### src/rtl/cpu_types_pkg.sv
// Shared types for the five-stage core.
// Holds the pipeline controller state encoding and the drain counter width.
package cpu_types;

    typedef enum logic [1:0] {
        FLUSH  = 2'd0,
        RUN    = 2'd1,
        DRAIN  = 2'd2,
        HALTED = 2'd3
    } pipeline_ctrl_state_t;

    localparam int DRAIN_CNT_WIDTH = 4;

endpackage

### src/rtl/pipeline_control_sat_counter.sv
// Saturating up-counter with synchronous clear; sticks at all-ones.
module sat_counter #(
    parameter int WIDTH = 32
) (
    input  logic             clk,
    input  logic             clear,
    input  logic             inc,
    output logic [WIDTH-1:0] count
);

    logic [WIDTH-1:0] count_q;

    always_ff @(posedge clk) begin
        if (clear) begin
            count_q <= '0;
        end else if (inc && (count_q != {WIDTH{1'b1}})) begin
            count_q <= count_q + 1'b1;
        end
    end

    assign count = count_q;

endmodule

### src/rtl/pipeline_control.sv
// Central sequencing controller: PC / pipeline-register enables and bubbles,
// post-reset flush, ebreak drain-and-halt, and the stall-cycle counter.
module pipeline_control
    import cpu_types::*;
#(
    parameter int DRAIN_CYCLES    = 3,
    parameter int STALL_CNT_WIDTH = 32
) (
    input  logic                       clk,
    input  logic                       rst,
    input  logic                       decode_ready,
    input  logic                       decode_jump,
    input  logic                       decode_ebreak,
    input  logic                       resume,
    output logic                       pc_we,
    output logic                       pc_sel_jump,
    output logic                       fd_we,
    output logic                       fd_flush,
    output logic                       de_flush,
    output logic                       halted,
    output logic [1:0]                 state,
    output logic [STALL_CNT_WIDTH-1:0] stall_cycles
);

    localparam logic [DRAIN_CNT_WIDTH-1:0] DRAIN_LOAD = DRAIN_CNT_WIDTH'(DRAIN_CYCLES - 1);

    pipeline_ctrl_state_t        state_q, state_next;
    logic [DRAIN_CNT_WIDTH-1:0]  drain_q, drain_next;
    logic                        stall_inc;

    always_ff @(posedge clk) begin
        if (rst) begin
            state_q <= FLUSH;
            drain_q <= '0;
        end else begin
            state_q <= state_next;
            drain_q <= drain_next;
        end
    end

    // Mealy outputs: enables react to decode inputs in the same cycle.
    always_comb begin
        state_next  = state_q;
        drain_next  = drain_q;
        stall_inc   = 1'b0;
        pc_we       = 1'b0;
        pc_sel_jump = 1'b0;
        fd_we       = 1'b0;
        fd_flush    = 1'b0;
        de_flush    = 1'b0;
        halted      = 1'b0;

        unique case (state_q)
            FLUSH: begin
                fd_flush   = 1'b1;
                de_flush   = 1'b1;
                state_next = RUN;
            end
            RUN: begin
                if (!decode_ready) begin
                    de_flush  = 1'b1;
                    stall_inc = 1'b1;
                end else if (decode_ebreak) begin
                    fd_flush   = 1'b1;
                    state_next = DRAIN;
                    drain_next = DRAIN_LOAD;
                end else if (decode_jump) begin
                    pc_we       = 1'b1;
                    pc_sel_jump = 1'b1;
                    fd_flush    = 1'b1;
                end else begin
                    pc_we = 1'b1;
                    fd_we = 1'b1;
                end
            end
            DRAIN: begin
                fd_flush = 1'b1;
                de_flush = 1'b1;
                if (drain_q == '0) begin
                    state_next = HALTED;
                end else begin
                    drain_next = drain_q - 1'b1;
                end
            end
            HALTED: begin
                halted = 1'b1;
                if (resume) begin
                    state_next = RUN;
                end
            end
            default: begin
                state_next = FLUSH;
            end
        endcase
    end

    sat_counter #(
        .WIDTH(STALL_CNT_WIDTH)
    ) u_stall_counter (
        .clk  (clk),
        .clear(rst),
        .inc  (stall_inc),
        .count(stall_cycles)
    );

    assign state = state_q;

endmodule
### config.mk
export PLATFORM = sky130hd
export DESIGN_NAME = pipeline_control
export DESIGN_NICKNAME = d
export VERILOG_FILES = /design/src/rtl/cpu_types_pkg.sv /design/src/rtl/pipeline_control_sat_counter.sv /design/src/rtl/pipeline_control.sv
export SDC_FILE = /design/constraint.sdc
export NUM_CORES = 1
export LEC_CHECK = 0
export CAP_MARGIN = 10
export CORE_MARGIN = 5
export CORE_UTILIZATION = 50
export CTS_BUF_LIST = sky130_fd_sc_hd__clkbuf_16
export CTS_CLUSTER_SIZE = 40
export DETAILED_ROUTE_END_ITERATION = 12
export PLACE_DENSITY = 0.79
export SLEW_MARGIN = 40
export SYNTH_ARGS = -nofsm -noshare
export SYNTH_HDL_FRONTEND = slang
export SYNTH_SLANG_ARGS = --single-unit
### constraint.sdc
create_clock -name clk -period 2.2 [get_ports clk]
set_input_delay 0.22 -clock clk [delete_from_list [all_inputs] [get_ports clk]]
set_output_delay 0.22 -clock clk [all_outputs]
set_load 0.01 [all_outputs]
==> impl_metrics.csv, run 1 <==
group,metric,value,unit
status,status,"finished clean",
detailed_routing,post_drt_wl_per_cell,14.79,µm
synthesis,yosys_warnings,0,
grt,track_usage,20.57,%
finish,drive_gt1_share,8.917,%
pwr,vdd_ir_drop_max,574.5,µV
setup_path,crit_type,"flip-flop to output pin",
synthesis,yosys.area_share.simple,32.66,%
sta,skew,0.004185,ns
die,core_area,4058,µm²
pwr,power.density,749.9,nW/µm²
place,portBuffers,45,
finish,syn2layout_area_growth,34.56,%
sta,rsz0062_at_grt,"yes",
synthesis,synth-xor-area-share,3.320,%
synthesis,yosysSeqAreaShare,36.04,%
sta,layout_min_cycle_time,2.086,ns
place,globalplace.congestion,0.9141,
sta,worst_pin_slew,0.4415,ns
grt,antenna_found_initial,0,
detailed_routing,drt_first_pass_iters,4,
grt,grt-ovfl-total,0,
pwr,p_total,2.130,mW
die,die_h,74.98,µm
sta,setup_viol,0,
sta,max_freq,0.4794,GHz
detailed_routing,drc,0,
detailed_routing,vias,2145,
clock_tree,cts_sinks,38,
detailed_routing,drt_wl_total,5382,µm
synthesis,synth_fp_nets,270,
finish,n_antenna_cell,0,
clock_tree,cts_tree,"done",
sta,hold_viol,0,
detailed_routing,drt_iter0_drc,131,
setup_path,crit_required,1.98,ns
setup_path,worstSetupEndpointType,"output pin",
synthesis,synth_top_family_by_area,"simple AND/OR/NAND/NOR gates",
place,dpl.hpwl,3973,µm
finish,finalNonFillerCells,364,
clock_tree,cts_setup_buffers,0,
sta,finalSetupTns,0,ns
synthesis,synth_compound_area_share,18.55,%
clock_tree,cts_root_buf,"clkbuf_16",
die,fp.dieW,74.98,µm
synthesis,synthCells,256,
die,rows,23,
synthesis,syn_area,2111,µm²
setup_path,cp.arrival,1.87,ns
clock_tree,clk_path_buf_depth,2,
job,maxCapViolations,0,
grt,grt_max_degree,24,
die,die-area,5621,µm²
synthesis,synthMuxAreaShare,1.482,%
die,io_pins,46,
clock_tree,cts_buffers,5,
clock_tree,cts.clk_slew.worst_paths,0.06,ns
setup_path,start_kind,"flip-flop",
grt,grt_pass1_vias,2055,
clock_tree,cts-htree-levels,2,
sta,fin_crit_sh,94.82,%
synthesis,synth_seq_cells,38,
sta,drv_slew,0,
setup_path,crit_fanout,5,
synthesis,synthAdderAreaFrac,4.742,%
grt,grt_pass1_wl,9121,µm
detailed_routing,vias_per_cell,5.893,
finish,nNetsFinal,327,
sta,slew_headroom,70.34,%
synthesis,synth.distinct_cells,42,
pwr,leakagePower,1.005,nW
worst_hold_path,hp-class,"flip-flop to flip-flop",
clock_tree,clk_latency,0.28,ns
detailed_routing,ant_nets,0,
place,dp_cells,356,
die,start_util,52.02,%
synthesis,syn_area_per_cell,8.245,µm²
-- sequential cells by signal (all words and copies together), names as in the netlist --
| name | cells |
|---|---|
| drain_q | 4 |
| state | 2 |
| u_stall_counter.count | 32 |
-- cells by family after synthesis --
logic type                 after synthesis
DFF                                     38
adders and majority gates                8
AOI/OAI and AO/OA                       63
and+or+nand+nor                        121
xor gates and xnor gates                 8
buffers and inverters                   15
muxes                                    3
-- cells in the mapped netlist --
cell type	instances	share of area, %
a211oi_1	3	1.1
a21boi_0	1	0.36
a21oi_1	25	5.9
a311oi_1	1	0.42
a31o_2	1	0.42
a31oi_1	1	0.30
a41o_1	1	0.47
and2_1	5	1.5
and3_1	3	0.89
and4_1	5	2.1
and4b_1	1	0.47
buf_4	3	1.1
clkbuf_1	6	1.1
dfxtp_1	38	36
ha_1	8	4.7
inv_1	6	1.1
mux2_1	1	0.53
mux2i_1	2	0.95
nand2_1	17	3.0
nand2_2	1	0.30
nand2b_1	1	0.30
nand3_1	11	2.6
nand4_1	12	3.6
nand4_4	1	1.0
nor2_1	26	4.6
nor2b_1	2	0.59
nor3_1	7	1.7
nor3b_1	1	0.36
nor4_1	3	0.89
nor4_2	1	0.59
nor4_4	1	1.0
o2111ai_1	4	1.7
o211ai_1	2	0.71
o21ai_0	14	3.3
o21ba_2	2	0.95
o31a_1	2	0.83
o31ai_1	6	2.1
or2_2	1	0.30
or3_1	15	4.4
or4_1	7	2.5
xnor2_1	2	0.83
xor2_1	6	2.5
-- metal layers --
metal / part of all wire [%] / GRT usage (%)
met5: 0 / 0
met4: 1.3 / 6.126
met3: 5.3 / 4.406
met2: 50 / 36.65
met1: 43 / 24.67
-- worst paths after layout --
| check | from | end | slack, ns | cells past startpoint |
|---|---|---|---|---|
| max | state[1] | pc_we | 0.11 | 6 |
| min | u_stall_counter.count[20] | u_stall_counter.count[20] | 0.52 | 2 |
| max reg2reg | u_stall_counter.count[10] | u_stall_counter.count[23] | 0.13 | 5 |
| min reg2reg | u_stall_counter.count[20] | u_stall_counter.count[20] | 0.52 | 2 |
-- report_power, final --
part           leakage [nW]  internal, mW  switching (mW)  total [mW]
Sequential            0.307         0.741          0.0491       0.790
Combinational         0.632         0.320           0.342       0.662
Clock                0.0663         0.408           0.270       0.677
-- critical path: stages (launching register included) --
cell             delay (ns)
dfxtp_1                0.35
inv_1                  0.12
ha_1                   0.21
buf_4                  0.14
nand2_1                0.06
nor2_1                 0.14
clkdlybuf4s50_1        0.57
-- cell type report --
| cell class | count | area, µm² |
|---|---|---|
| timing repair buffer | 59 | 574.3 |
| multi-input combinational | 203 | 1282 |
| clock inverter | 3 | 11.26 |
| inverter | 6 | 22.52 |
| tap | 50 | 62.56 |
| sequential | 38 | 762.0 |
| fill | 350 | 1217 |
| clock buffer | 5 | 125.1 |
-- metrics by stage --
step	instance area (µm²)	hold WS [ns]	setup slack (ns)	util, %
after floorplan	2111	0.4367	0.1073	-
after global placement	2696	0.4964	0.1372	66.45
after detailed placement	2696	0.5061	0.06972	66.45
after CTS	2831	0.5229	0.05340	69.78
after global routing	2840	0.5400	-0.01475	70.00
final	2840	0.5194	0.1139	70.00
-- layout by cell type (no fill, tap or decap), types with 2 or more instances in the layout --
| cell | synthesis | layout |
|---|---|---|
| o2111ai_1 | 4 | 4 |
| a211oi_1 | 3 | 3 |
| o21ba_2 | 2 | 2 |
| clkdlybuf4s50_1 | 0 | 41 |
| nand2_1 | 17 | 17 |
| dlymetal6s2s_1 | 0 | 3 |
| nor3_1 | 7 | 7 |
| xnor2_1 | 2 | 2 |
| mux2i_1 | 2 | 2 |
| nor4_1 | 3 | 3 |
| nor2_1 | 26 | 26 |
| dfxtp_1 | 38 | 37 |
| o21ai_0 | 14 | 14 |
| clkinv_1 | 0 | 3 |
| and2_1 | 5 | 5 |
| inv_1 | 6 | 6 |
| xor2_1 | 6 | 6 |
| o211ai_1 | 2 | 2 |
| nand3_1 | 11 | 11 |
| ha_1 | 8 | 8 |
| clkbuf_16 | 0 | 5 |
| nand4_1 | 12 | 12 |
| o31a_1 | 2 | 2 |
| o31ai_1 | 6 | 6 |
| nor2b_1 | 2 | 2 |
| or4_1 | 7 | 7 |
| or3_1 | 15 | 15 |
| and4_1 | 5 | 5 |
| and3_1 | 3 | 3 |
| a21oi_1 | 25 | 25 |
| buf_4 | 3 | 13 |
-- what timing repair did --
item                       in CTS  in global routing
resized for setup               1                  4
setup endpoints to repair       1                  7
hold buffers                    0                  0
pin swaps                       0                  0
gates cloned                    0                  0
Note: power is estimated with default switching activity, not from simulation.
==> run 2, diff against run 1 <==
--- a/config.mk
+++ b/config.mk
@@ -8,7 +8,6 @@
 export CAP_MARGIN = 10
 export CORE_MARGIN = 5
 export CORE_UTILIZATION = 50
-export CTS_BUF_LIST = sky130_fd_sc_hd__clkbuf_16
 export CTS_CLUSTER_SIZE = 40
 export DETAILED_ROUTE_END_ITERATION = 12
 export PLACE_DENSITY = 0.79
==> impl_metrics.csv, run 2 (same netlist as run 1, synthesis figures left out) <==
group,metric,value,unit
setup_path,crit_fanout,7,
place,dpl.hpwl,3973,µm
place,dpl_cell_area,2696,µm²
job,maxCapViolations,0,
finish,largest_reg_flops,32,
pwr,intPower,1.376,mW
finish,fin_area,2816,µm²
die,core_area,4058,µm²
clock_tree,cts_tree,"done",
finish,nNetsFinal,327,
setup_path,cp-endpoint,"u_stall_counter.count[12]",
finish,drive_gt1_share,9.873,%
die,io_pins,46,
setup_path,startpoint,"state[1]",
pwr,vdd_ir_drop_max,606.3,µV
pwr,p_sw,0.6392,mW
pwr,seqPwrFrac,39.2,%
pwr,power.density,715.6,nW/µm²
pwr,p_comb_share,33.0,%
setup_path,r2r_slack,0.12,ns
detailed_routing,post_drt_wl_per_cell,14.86,µm
sta,slew_headroom,70.04,%
finish,syn2layout_area_growth,33.43,%
setup_path,crit_required,2.42,ns
detailed_routing,drt_iter0_drc,107,
pwr,clkPwrFrac,27.8,%
clock_tree,cts_setup_buffers,0,
clock_tree,cts_buffers,5,
die,start_util,52.02,%
setup_path,crit_type,"flip-flop to flip-flop",
detailed_routing,drc,0,
grt,track_usage,20.51,%
setup_path,start_kind,"flip-flop",
status,status,"finished clean",
grt,antenna_found_initial,0,
place,portBuffers,45,
die,rows,23,
sta,hold_viol,0,
clock_tree,cts.clk_slew.worst_paths,0.07,ns
sta,drv_slew,0,
clock_tree,clk_latency,0.29,ns
detailed_routing,vias_per_cell,5.816,
grt,grt-ovfl-total,0,
finish,final_common_cell,"clkdlybuf4s50_1",
clock_tree,clk_path_buf_depth,2,
sta,layout_min_cycle_time,2.078,ns
sta,rsz0062_at_grt,"yes",
die,die-area,5621,µm²
grt,grt_pass1_wl,9059,µm
finish,layout_common_cells,"clkdlybuf4s50_1 (40), dfxtp_1 (37), nor2_1 (26)",
sta,worst_pin_slew,0.4480,ns
place,dp_cells,356,
clock_tree,cts-htree-levels,2,
sta,setup_viol,0,
detailed_routing,ant_nets,0,
pwr,swShare,31.72,%
worst_hold_path,hp-class,"flip-flop to flip-flop",
detailed_routing,vias,2117,
clock_tree,cts_root_buf,"clkbuf_8",
die,fp.dieW,74.98,µm
setup_path,worstSetupEndpointType,"flip-flop",
grt,grt_pass1_vias,2045,
pwr,leakagePower,1.014,nW
finish,finalNonFillerCells,364,
setup_path,cp.arrival,2.30,ns
setup_path,ff2ff_path_depth,6,
detailed_routing,drt_wl_total,5410,µm
sta,skew,0.004765,ns
sta,max_freq,0.4812,GHz
clock_tree,cts_sinks,38,
detailed_routing,drt_first_pass_iters,4,
setup_path,r2r_start,"state[1]",
setup_path,r2r_end,"u_stall_counter.count[12]",
place,globalplace.congestion,0.9141,
finish,n_antenna_cell,0,
sta,fin_crit_sh,94.47,%
die,die_h,74.98,µm
pwr,p_total,2.016,mW
grt,grt_max_degree,24,
run 2: cell types whose count changed in the layout (fill, tap and decap cells not counted):
cell	previous run	this run
dlymetal6s2s_1	3	4
clkbuf_8	0	8
clkinv_1	3	0
clkdlybuf4s50_1	41	40
clkbuf_16	5	0
run 2: worst min path at each step:
stage / from / to / slack [ns] / cells past startpoint
after global placement: drain_q[3] / drain_q[3] / 0.50 / 2
after CTS: u_stall_counter.count[20] / u_stall_counter.count[20] / 0.53 / 2
final: u_stall_counter.count[20] / u_stall_counter.count[20] / 0.52 / 2
after floorplan: rst / u_stall_counter.count[23] / 0.44 / 2
after global routing: u_stall_counter.count[20] / u_stall_counter.count[20] / 0.54 / 2
after detailed placement: u_stall_counter.count[20] / u_stall_counter.count[20] / 0.51 / 2
run 2: layer usage:
metal | wire, µm | GRT usage (%) | vias to the layer above
met1 | 2390 | 24.26 | 992
met4 | 55 | 6.522 | 0
met5 | 0 | 0 | -
li1 | - | - | 1076
met3 | 258 | 4.406 | 5
met2 | 2705 | 36.75 | 44
run 2: cell type report:
class                      instances  area (µm²)
multi-input combinational        203        1282
clock buffer                       8       110.1
inverter                           6       22.52
tap                               50       62.56
sequential                        38       762.0
timing repair buffer              59       576.8
fill                             363        1241
run 2: repair_timing:
| action | in CTS | in global routing |
|---|---|---|
| hold buffers | 0 | 0 |
| setup endpoints to repair | 1 | 10 |
| resized for setup | 1 | 5 |
| pin swaps | 0 | 1 |
run 2: power by group through the flow:
stage | combinational, mW | sequential [mW] | clock [mW]
after floorplan | 0.386 | 0.810 | 0
after global placement | 0.655 | 0.801 | 0
after detailed placement | 0.678 | 0.802 | 0
after CTS | 0.685 | 0.788 | 0.575
after global routing | 0.761 | 0.800 | 0.598
final | 0.665 | 0.790 | 0.561
run 2: worst max-delay path, stage by stage (launching register included):
cell,delay (ns)
dfxtp_1,0.35
inv_1,0.12
ha_1,0.21
nand2b_1,0.09
or4_1,0.64
or4_1,0.44
a21oi_1,0.16
run 2: stage by stage:
step	setup WS, ns	TNS [ns]	hold slack (ns)	util [%]
after floorplan	0.1073	0	0.4367	-
after global placement	0.1372	0	0.4964	66.45
after detailed placement	0.06972	0	0.5061	66.45
after CTS	0.02966	0	0.5256	69.13
after global routing	-0.002360	-0.002360	0.5429	69.41
final	0.1217	0	0.5241	69.41
